File: config.mk
export PLATFORM = sky130hd
export DESIGN_NAME = four_pattern_gen_flat
export DESIGN_NICKNAME = d
export VERILOG_FILES = /design/src/rtl/pattern_gen_pkg.sv /design/src/rtl/four_pattern_gen_if.sv /design/src/rtl/four_pattern_gen_hold_timer.sv /design/src/rtl/four_pattern_gen.sv /design/src/flat_wrapper.sv
export SDC_FILE = /design/constraint.sdc
export NUM_CORES = 1
export LEC_CHECK = 0
export ABC_AREA = 1
export ABC_CLOCK_PERIOD_IN_PS = 3700
export CAP_MARGIN = 20
export CORE_ASPECT_RATIO = 1.25
export CORE_MARGIN = 5
export CORE_UTILIZATION = 55
export DETAILED_ROUTE_END_ITERATION = 10
export GPL_ROUTABILITY_DRIVEN = 0
export PLACE_DENSITY = 0.81
export SLEW_MARGIN = 0
export SYNTH_ARGS = -nofsm -noshare
export SYNTH_HDL_FRONTEND = slang
export SYNTH_SLANG_ARGS = --single-unit
File: constraint.sdc
create_clock -name clk -period 3.7 [get_ports clk]
set_input_delay 0.74 -clock clk [delete_from_list [all_inputs] [get_ports clk]]
set_output_delay 0.74 -clock clk [all_outputs]
set_load 0.005 [all_outputs]
File: src/rtl/pattern_gen_pkg.sv
// pattern_gen_pkg: shared types, sizes and index-to-pattern mapping (PATTERN_GRAY_EN selects Gray encoding)
package pattern_gen_pkg;
  typedef enum logic {IDLE, RUN} state_t;
  localparam int PAT_COUNT = 16;
  localparam int IDX_W = 4;
  localparam int CNT_W = 5;
  function automatic logic [IDX_W-1:0] idx_to_pat(input logic [IDX_W-1:0] idx);
`ifdef PATTERN_GRAY_EN
    return idx ^ (idx >> 1);
`else
    return idx;
`endif
  endfunction
endpackage

File: src/rtl/four_pattern_gen_if.sv
// four_pattern_gen_if: control, pattern and result signals between generator and its environment
interface four_pattern_gen_if;
  import pattern_gen_pkg::*;
  logic start;
  logic loop;
  logic resIn;
  logic outA;
  logic outB;
  logic outC;
  logic outD;
  logic [IDX_W-1:0] patIdx;
  logic busy;
  logic done;
  logic [CNT_W-1:0] hitCount;
  modport master(input start, loop, resIn, output outA, outB, outC, outD, patIdx, busy, done, hitCount);
  modport slave(output start, loop, resIn, input outA, outB, outC, outD, patIdx, busy, done, hitCount);
endinterface

File: src/rtl/four_pattern_gen_hold_timer.sv
// hold_timer: counts 0..HOLD-1 while run is high, tick marks the last cycle of each hold
module hold_timer #(parameter int HOLD = 4) (
  input  logic clk,
  input  logic rst,
  input  logic run,
  output logic tick
);
  logic [7:0] cnt;
  assign tick = run && cnt == 8'(HOLD - 1);
  // hold counter, parked at 0 whenever not running
  always_ff @(posedge clk) begin
    if (rst || !run) cnt <= '0;
    else cnt <= tick ? '0 : cnt + 8'd1;
  end
endmodule

File: src/rtl/four_pattern_gen.sv
// four_pattern_gen: sweeps 16 four-bit patterns and counts downstream 1 results (PATTERN_GRAY_EN selects Gray order)
module four_pattern_gen import pattern_gen_pkg::*; #(parameter int HOLD = 4) (
  input logic clk,
  input logic rst,
  four_pattern_gen_if.master bus
);
  state_t state, state_nx;
  logic [IDX_W-1:0] idx, idx_nx, pat;
  logic [CNT_W-1:0] acc, acc_nx, hit;
  logic tick, last, done;
  hold_timer #(.HOLD(HOLD)) u_timer (.clk(clk), .rst(rst), .run(state == RUN), .tick(tick));
  assign last = tick && idx == IDX_W'(PAT_COUNT - 1);
  // next state, pattern index and accumulator
  always_comb begin
    state_nx = state == IDLE ? (bus.start ? RUN : IDLE) : (last && !bus.loop ? IDLE : RUN);
    idx_nx = state == IDLE ? '0 : idx + IDX_W'(tick);
    acc_nx = state == IDLE || last ? '0 : acc + CNT_W'(tick && bus.resIn);
  end
  // registered state and outputs; pattern is precomputed from the next index so it is a flop output
  always_ff @(posedge clk) begin
    if (rst) begin
      state <= IDLE;
      idx <= '0;
      acc <= '0;
      pat <= '0;
      done <= 1'b0;
      hit <= '0;
    end else begin
      state <= state_nx;
      idx <= idx_nx;
      acc <= acc_nx;
      pat <= state_nx == RUN ? idx_to_pat(idx_nx) : '0;
      done <= last;
      if (last) hit <= acc + CNT_W'(bus.resIn);
    end
  end
  assign {bus.outA, bus.outB, bus.outC, bus.outD} = pat;
  assign bus.patIdx = idx;
  assign bus.busy = state == RUN;
  assign bus.done = done;
  assign bus.hitCount = hit;
endmodule

File: src/flat_wrapper.sv
// flat-port wrapper written by rule: the top's interface ports become plain ports
module four_pattern_gen_flat import pattern_gen_pkg::*;
#(parameter int HOLD = 4)
  (clk, rst, bus_start, bus_loop, bus_resIn, bus_outA, bus_outB, bus_outC, bus_outD, bus_patIdx, bus_busy, bus_done, bus_hitCount);
  four_pattern_gen_if bus_i ();
  input logic clk;
  input logic rst;
  input wire logic [$bits(bus_i.start)-1:0] bus_start;
  input wire logic [$bits(bus_i.loop)-1:0] bus_loop;
  input wire logic [$bits(bus_i.resIn)-1:0] bus_resIn;
  output wire logic [$bits(bus_i.outA)-1:0] bus_outA;
  output wire logic [$bits(bus_i.outB)-1:0] bus_outB;
  output wire logic [$bits(bus_i.outC)-1:0] bus_outC;
  output wire logic [$bits(bus_i.outD)-1:0] bus_outD;
  output wire logic [$bits(bus_i.patIdx)-1:0] bus_patIdx;
  output wire logic [$bits(bus_i.busy)-1:0] bus_busy;
  output wire logic [$bits(bus_i.done)-1:0] bus_done;
  output wire logic [$bits(bus_i.hitCount)-1:0] bus_hitCount;
  assign bus_i.start = bus_start;
  assign bus_i.loop = bus_loop;
  assign bus_i.resIn = bus_resIn;
  assign bus_outA = bus_i.outA;
  assign bus_outB = bus_i.outB;
  assign bus_outC = bus_i.outC;
  assign bus_outD = bus_i.outD;
  assign bus_patIdx = bus_i.patIdx;
  assign bus_busy = bus_i.busy;
  assign bus_done = bus_i.done;
  assign bus_hitCount = bus_i.hitCount;
  four_pattern_gen #(.HOLD(HOLD)) u_core (.clk(clk), .rst(rst), .bus(bus_i));
endmodule
==> metrics.cfg, run 1 <==
[run_status]
status = complete, no violations

[placed_design]
place_ws_ns = 1.51
portBuffers = 19
place_area_um2 = 1480
place_hpwl_um = 1890
place_inst = 221

[finish]
final_nets = 207
stdcell_count = 225
syn2layout_area_growth_pct = 20.4
postLayoutCoreUtil_pct = 69.3
num_antenna_cells = 0
final_layout_size_suffix_gt1_share_pct = 7.22
final.fill_count = 212
fin_area_um2 = 1520

[clock_tree]
cts_setup_buffers = 0
clkTransAtPathRegs_ns = 0.13
clk_path_buf_depth = 2
cts_max_level = 1
cts_made_buffers = 3
cts_resized = 0
cts_tree = yes
clk_latency_ns = 0.33
cts.sinks = 28
cts_hold_buf = 0
root_buffer = clkbuf_4

[power_and_ir_drop]
pwr_density_cell_nw_per_um2 = 312
p_clk_share_pct = 31.1
comb_power_share_pct = 4.1
pwr-share-seq_pct = 64.8
power_mw = 0.472
switchingPower_mw = 0.100
power.leakage_nw = 0.636
p_int_mw = 0.372
power.share.switching_pct = 21.2
ir_worst_vdd_mv = 0.249

[setup_path]
arrival_ns = 1.36
crit_chain = clkdlybuf4s50_1
critPathBufInv = 1
cp-endpoint = bus_busy
crit_family = buffers and inverters
cpPeakStageDelay_ns = 0.56
r2r_start = u_core.u_timer.cnt[0]$_SDFF_PP0_
rrSetupSlack_ns = 1.76
critical_path.endpoint_type = output port
path_depth = 1
crit_path_top_delay_cell = clkdlybuf4s50_1
critPathLaunch = u_core.bus.busy$_SDFF_PP0_
worstPathMaxFanout = 7
required_ns = 2.96
worstSetupPathType = flop to output port
startpoint_type = flop
r2r_cells = 10
r2r-end = u_core.acc[4]$_SDFF_PP0_

[detailed_routing]
dr.pass1.iters = 4
vias = 1094
drc = 0
post_drt_wl_per_cell_um = 10.6
vias_per_cell = 4.86
detail-route-antenna-nets = 0
drt_iter0_drc = 24
wl_um = 2370

[timing]
layout_worst_path_cycle_share_pct = 56.8
slew_headroom_pct = 79.3
rsz0062_at_grt = no
fin_ws_ns = 1.60
period_minus_slack_ns = 2.10
slew_viol_final = 0
fin_setup_tns_ns = 0
hold_violations = 0
timing.fmax_mhz = 475
fin_skew_ns = 0.0140
hold_slack_ns = 0.498
setup_viol = 0
worst_pin_slew_ns = 0.309

[floorplan]
die_x_um = 52.8
start_util_pct = 57.6
io-pin-count = 20
coreArea_um2 = 2190
fp.dieH_um = 63.5
fp-row-count = 19
die_area_um2 = 3350

[grt]
first_global_vias = 1086
grt_pass1_wl_um = 4330
grt.total_usage_pct = 16.5
antenna_found_initial = 0
grt_max_degree = 16
overflow = 0

[synth]
ys_ff_latch = 28
synth_fp_nets = 185
syn_inst = 173
yosysUniqueCellTypes = 17
synth_area_per_cell_um2 = 7.28
netlist_area_um2 = 1260
yosysWarnings = 0
ys_seq_area_share_pct = 44.5

[min_path]
hold_class = flop to flop

[flow_run]
cap_violations = 0

-- per-layer routing --
metal / global-route usage (%) / share of wire [%] / wire, um
met3: 2.12 / 3.0 / 72
met5: 0 / 0 / 0
met2: 30.6 / 53 / 1260
met1: 18.0 / 43 / 1030
met4: 6.71 / 0.72 / 17
-- synthesized netlist by cell type --
master    instances  area share, %
nand3_1          11            4.4
a21oi_1           9            3.6
nand2_2           4            2.0
nand2_1          31            9.2
xor2_1            2            1.4
dfxtp_1          28             45
o21ai_0           4            1.6
nand3_2           1           0.80
xnor2_1           3            2.1
inv_1            24            7.2
inv_2             2           0.60
nor2_2            3            1.5
nor2_1           37             11
clkbuf_1          1           0.30
ha_1              7            7.0
buf_2             1           0.40
nand4_1           5            2.5
-- cell type report --
cell class,instances,area [um2],share of cell area [%]
Multi-Input combinational cell,117,592,39.1
Tap cell,31,38.8,2.56
Timing Repair Buffer,19,190,12.6
Inverter,26,97.6,6.44
Clock buffer,4,36.3,2.39
Sequential cell,28,561,37.0
-- state kept, by name (all words and copies together) (netlist names) --
signal and cells:
u_core.bus.done 1, u_core.bus.busy 1, u_core.u_timer.cnt 8, u_core.pat 4
u_core.acc 5, u_core.bus.patIdx 4, u_core.bus.hitCount 5
-- worst min-delay path by stage --
stage                                     startpoint                               end  slack [ns]  cells after the start
finish              u_core.u_timer.cnt[0]$_SDFF_PP0_  u_core.u_timer.cnt[0]$_SDFF_PP0_        0.50                      1
global placement    u_core.u_timer.cnt[0]$_SDFF_PP0_  u_core.u_timer.cnt[0]$_SDFF_PP0_        0.46                      1
detailed placement  u_core.u_timer.cnt[0]$_SDFF_PP0_  u_core.u_timer.cnt[0]$_SDFF_PP0_        0.47                      1
floorplan           u_core.u_timer.cnt[0]$_SDFF_PP0_  u_core.u_timer.cnt[0]$_SDFF_PP0_        0.44                      1
CTS                 u_core.u_timer.cnt[0]$_SDFF_PP0_  u_core.u_timer.cnt[0]$_SDFF_PP0_        0.50                      1
global route        u_core.u_timer.cnt[6]$_SDFF_PP0_  u_core.u_timer.cnt[6]$_SDFF_PP0_        0.53                      2
-- logic make-up (layout without fill, tap and decap cells) --
family,Yosys count,after routing,synth area share (%)
AO/OA/AOI/OAI,13,13,5.17
XOR/XNOR,5,5,3.48
adder cells (fa/ha/maj),7,7,6.96
buffers and inverters,28,49,8.45
flip-flops,28,28,44.5
AND/OR/NAND/NOR,92,92,31.4
-- power by group through the flow --
stage	Sequential, mW	Combinational, mW	Clock [mW]
floorplan	0.312	0.0111	0
global placement	0.312	0.0194	0
detailed placement	0.312	0.0197	0
CTS	0.306	0.0198	0.151
global route	0.307	0.0218	0.163
finish	0.306	0.0195	0.147
-- cell usage in the layout, fill, tap and decap left out --
cell and instances:
a21oi_1 9, clkbuf_4 3, clkbuf_8 1, clkdlybuf4s50_1 19, dfxtp_1 28, ha_1 7, inv_1 24, inv_2 2
nand2_1 31, nand2_2 4, nand3_1 11, nand3_2 1, nand4_1 5, nor2_1 37, nor2_2 3, o21ai_0 4
xnor2_1 3, xor2_1 2
Power figures use the tool's default switching activity.
==> run 2, diff against run 1 <==
--- a/config.mk
+++ b/config.mk
@@ -6,14 +6,14 @@
 export NUM_CORES = 1
 export LEC_CHECK = 0
 export ABC_AREA = 1
-export ABC_CLOCK_PERIOD_IN_PS = 3700
+export ABC_CLOCK_PERIOD_IN_PS = 2000
 export CAP_MARGIN = 20
 export CORE_ASPECT_RATIO = 1.25
 export CORE_MARGIN = 5
-export CORE_UTILIZATION = 55
+export CORE_UTILIZATION = 52
 export DETAILED_ROUTE_END_ITERATION = 10
 export GPL_ROUTABILITY_DRIVEN = 0
-export PLACE_DENSITY = 0.81
+export PLACE_DENSITY = 0.77
 export SLEW_MARGIN = 0
 export SYNTH_ARGS = -nofsm -noshare
 export SYNTH_HDL_FRONTEND = slang
==> constraint.sdc (replaced) <==
create_clock -name clk -period 2 [get_ports clk]
set_input_delay 0.4 -clock clk [delete_from_list [all_inputs] [get_ports clk]]
set_output_delay 0.4 -clock clk [all_outputs]
set_load 0.005 [all_outputs]
==> metrics.cfg, run 2 (same netlist as run 1, synthesis figures left out) <==
[timing]
slew_viol_final = 0  ; unchanged
slew_headroom_pct = 81.1  ; +1.8 points
period_minus_slack_ns = 1.90
layout_worst_path_cycle_share_pct = 94.8
fin_skew_ns = 0.00910  ; -0.00485 ns
worst_pin_slew_ns = 0.283  ; -0.0264 ns
hold_violations = 0  ; unchanged
timing.fmax_mhz = 527
hold_slack_ns = 0.455  ; -0.0426 ns
fin_setup_tns_ns = 0  ; unchanged
fin_ws_ns = 0.103  ; -1.49 ns
setup_viol = 0  ; unchanged

[setup_path]
cpPeakStageDelay_ns = 0.40  ; -0.16 ns
crit_chain = ha_2, nand2_2, nor2_1, nand2_1, nor2_1, ha_1, ha_1, nand3_1, xor2_1, nor2_1
critPathBufInv = 0  ; -1
r2r_start = u_core.u_timer.cnt[1]$_SDFF_PP0_
crit_family = adder cells
worstPathMaxFanout = 5  ; -2
rrSetupSlack_ns = 0.10  ; -1.66 ns
r2r_cells = 10  ; unchanged
r2r-end = u_core.acc[4]$_SDFF_PP0_
arrival_ns = 2.13  ; +0.77 ns
worstSetupPathType = flop to flop
critical_path.endpoint_type = flop
crit_top_cell = nor2_1
crit_path_top_delay_cell = dfxtp_1
startpoint_type = flop
required_ns = 2.24  ; -0.72 ns

[finish]
multiInputGateArea_um2 = 594  ; +0.42%
postLayoutCoreUtil_pct = 64.1  ; -5.2 points
final.fill_count = 204  ; -3.8%
largest_register_ffs = 8  ; unchanged
final_nets = 209  ; +0.97%
num_antenna_cells = 0  ; unchanged
regArea_um2 = 562  ; +0.22%
final_layout_size_suffix_gt1_share_pct = 8.72  ; +1.5 points
stdcell_count = 228  ; +1.3%
final_cell_mix = nor2_1, nand2_1, dfxtp_1, inv_1, clkdlybuf4s50_1
layout_commonest_cell = nor2_1
fin_area_um2 = 1520  ; +0.50%
largest_register = u_core.u_timer.cnt
syn2layout_area_growth_pct = 21.0

[clock_tree]
cts_max_level = 1  ; unchanged
root_buffer = clkbuf_4
clk_path_buf_depth = 2  ; unchanged
cts.sinks = 28  ; unchanged
cts_resized = 0  ; unchanged
cts_hold_buf = 0  ; unchanged
cts_setup_buffers = 0  ; unchanged
clk_latency_ns = 0.32  ; about the same
clkTransAtPathRegs_ns = 0.14  ; about the same
cts_made_buffers = 3  ; unchanged
cts_tree = yes

[power_and_ir_drop]
power.leakage_nw = 0.636  ; about the same
pwr_density_cell_nw_per_um2 = 546  ; +75%
power_mw = 0.831  ; +76%
ir_worst_vdd_mv = 0.469  ; +89%

[detailed_routing]
detail-route-antenna-nets = 0  ; unchanged
wl_um = 2460  ; +3.6%
dr.pass1.iters = 4  ; unchanged
vias_per_cell = 4.91  ; +0.94%
drc = 0  ; unchanged
drt_iter0_drc = 49  ; +100%
vias = 1119  ; +2.3%
post_drt_wl_per_cell_um = 10.8  ; +2.3%

[placed_design]
place_hpwl_um = 1940  ; +2.5%
place_area_um2 = 1500  ; +1.2%
portBuffers = 19  ; unchanged
place_ws_ns = 0.0656  ; -1.44 ns
place_inst = 225  ; +1.8%

[floorplan]
io-pin-count = 20  ; unchanged
die_x_um = 54.0  ; +2.3%
start_util_pct = 52.9  ; -4.6 points
coreArea_um2 = 2380  ; +8.7%
fp.dieH_um = 65.0  ; +2.4%
die_area_um2 = 3510  ; +4.8%
fp-row-count = 20  ; +1

[min_path]
min_delay_path_depth = 1  ; unchanged
worstHoldStart = u_core.u_timer.cnt[0]$_SDFF_PP0_
hold_class = flop to flop
hold-path-endpoint = u_core.u_timer.cnt[0]$_SDFF_PP0_

[grt]
overflow = 0  ; unchanged
first_global_vias = 1070  ; -1.5%
grt_max_degree = 15  ; -1
grt_pass1_wl_um = 4240  ; -2.2%
antenna_found_initial = 0  ; unchanged
grt.total_usage_pct = 15.7  ; -0.83 points

[run_status]
status = complete, no violations

[flow_run]
cap_violations = 0  ; unchanged

run 2: cell count changes in the layout (fill, tap and decap cells not counted):
cell	before	now
dfxtp_2	0	1
ha_2	0	1
ha_1	7	6
dfxtp_1	28	27
buf_4	0	2
clkbuf_8	1	0
run 2: report_power, final:
group / switching [mW] / internal, mW
registers: 0.00251 / 0.561
logic: 0.0235 / 0.0192
clock network: 0.155 / 0.0706
run 2: worst max-delay path by stage:
| stage | startpoint | end | slack (ns) | depth (start not counted) |
|---|---|---|---|---|
| 6_report | u_core.u_timer.cnt[1]$_SDFF_PP0_ | u_core.acc[4]$_SDFF_PP0_ | 0.10 | 10 |
| 5_1_grt | u_core.u_timer.cnt[1]$_SDFF_PP0_ | u_core.acc[4]$_SDFF_PP0_ | -0.003 | 10 |
| 4_1_cts | u_core.u_timer.cnt[0]$_SDFF_PP0_ | u_core.acc[4]$_SDFF_PP0_ | 0.05 | 10 |
| 3_5_place_dp | u_core.u_timer.cnt[0]$_SDFF_PP0_ | u_core.acc[4]$_SDFF_PP0_ | 0.07 | 10 |
| 3_3_place_gp | u_core.u_timer.cnt[0]$_SDFF_PP0_ | u_core.acc[4]$_SDFF_PP0_ | 0.19 | 10 |
| 2_1_floorplan | u_core.u_timer.cnt[0]$_SDFF_PP0_ | u_core.acc[4]$_SDFF_PP0_ | 0.28 | 10 |
run 2: final cells by class:
class	count	share of cell area, %
well taps	33	2.71
clock buffers	3	1.48
multi-input cells	117	39.0
flip-flops and latches	28	36.9
repair buffers	21	13.5
inverters	26	6.41
run 2: routing by layer:
metal | global-route usage, % | wire, um | part of all wire (%)
met1 | 17.5 | 1080 | 44
met3 | 2.30 | 84 | 3.4
met5 | 0 | 0 | 0
met2 | 29.1 | 1250 | 51
met4 | 4.98 | 40 | 1.6
==> variant (config.mk and constraints of run 1) <==
Make the reset (`rst`) asynchronous in one clocked block.
--- a/src/rtl/four_pattern_gen.sv
+++ b/src/rtl/four_pattern_gen.sv
@@ -19,3 +19,3 @@
   // registered state and outputs; pattern is precomputed from the next index so it is a flop output
-  always_ff @(posedge clk) begin
+  always_ff @(posedge clk or posedge rst) begin
     if (rst) begin
Formal check against the unedited RTL: differs if rst is asserted again (counterexample within 4 cycles, from zero or initial values and one cycle with rst high); with rst held inactive, the same outputs for 10 cycles.
==> variant against run 1 <==
- sequential cell count did not move
- first-iteration DRC count fell by 33%
- setup slack got worse by 0.16 ns
- worst hold slack got worse by 0.034 ns
- design area rose by 7.9%
- area after synthesis rose by 9.0%
- wire length rose by 6.0%
Power is not compared: it rests on default switching activity, and its combinational part moved more than twofold at a synthesized area within 25%.
==> variant: results <==
set metrics [dict create \
    buffers 20 \
    path_delay_family "flip-flops" \
    crit_slowest_cell "dfrtp_1" \
    max_stage_delay_ns 0.62 \
    die_w_um 54.7 \
    clock_area_share_pct 2.22 \
    power_uw 742 \
    ys_seq_area_share_pct 48.1 \
    wl_met1_mm 1.03 \
    yosys.cell_types.count 20 \
    first_iter_violations 16 \
    r2r-start "u_core.bus.busy" \
    fillers 214 \
    avgViaCountPerCell 4.89 \
    grt_pass1_wl_mm 4.36 \
    layout-drive-gt1-share_pct 7.81 \
    crit_arrival_ns 1.53 \
    vias 1100 \
    globalRouteMet2Util_pct 28.7 \
    buf_share_pct 12.1 \
    seq_area_um2 661 \
    met3WireLength_um 123 \
    synthCells 170 \
    synth_top_flop_cell "dfrtp_1" \
    grt_use_total_pct 16.5 \
    utilization_pct 67.4 \
    multi_input_area_um2 579 \
    crit_fanout 10 \
    irDropWorstVdd_mv 0.291 \
    use_met1_pct 19.2 \
    status "finished clean" \
    grt_use_met3_pct 2.71 \
    post-dp-hpwl_mm 1.98 \
    skew_ns 0.00787 \
    synth_common_cells "nand2_1 (40), inv_1 (31), nor2_1 (24), dfrtp_1 (20), nand3_1 (12)" \
    syn_nets 182 \
    p_int_uw 528 \
    finish.net_count 205 \
    grt_start_max_net_pins 22 \
    wl_per_cell_um 11.2 \
    synthTopCellsByArea "dfrtp_1 (36%), dfxtp_1 (12%), nand2_1 (11%)" \
]
[variant: cell count changes after synthesis, sizes merged, moves of 2 or more]
cell,run 1,this run
nor2,40,28
inv,26,32
xor2,2,4
nand3,12,14
dfxtp,28,8
o21ai,4,1
nand2,35,42
dfrtp,0,20
a21oi,9,5
[variant: final timing paths]
kind	endpoint	slack, ns	cells past startpoint
worst min register to register	u_core.u_timer.cnt[0]	0.46	1
worst max register to register	u_core.acc[4]	1.69	9
worst min-delay path	u_core.u_timer.cnt[0]	0.46	1
max in group asynchronous	u_core.acc[0]	2.74	3
min in group asynchronous	u_core.bus.patIdx[1]	0.74	3
worst max-delay path	bus_busy	1.43	1
[variant: cell families after synthesis]
kind of cell             count (synthesis)  share of synthesized area (%)
AO/OA/AOI/OAI                            6                           2.19
XOR/XNOR                                 6                           3.83
adder cells (fa/ha/maj)                  7                           6.38
buffers and inverters                   34                           9.66
flip-flops                              28                           48.1
AND/OR/NAND/NOR                         89                           29.8
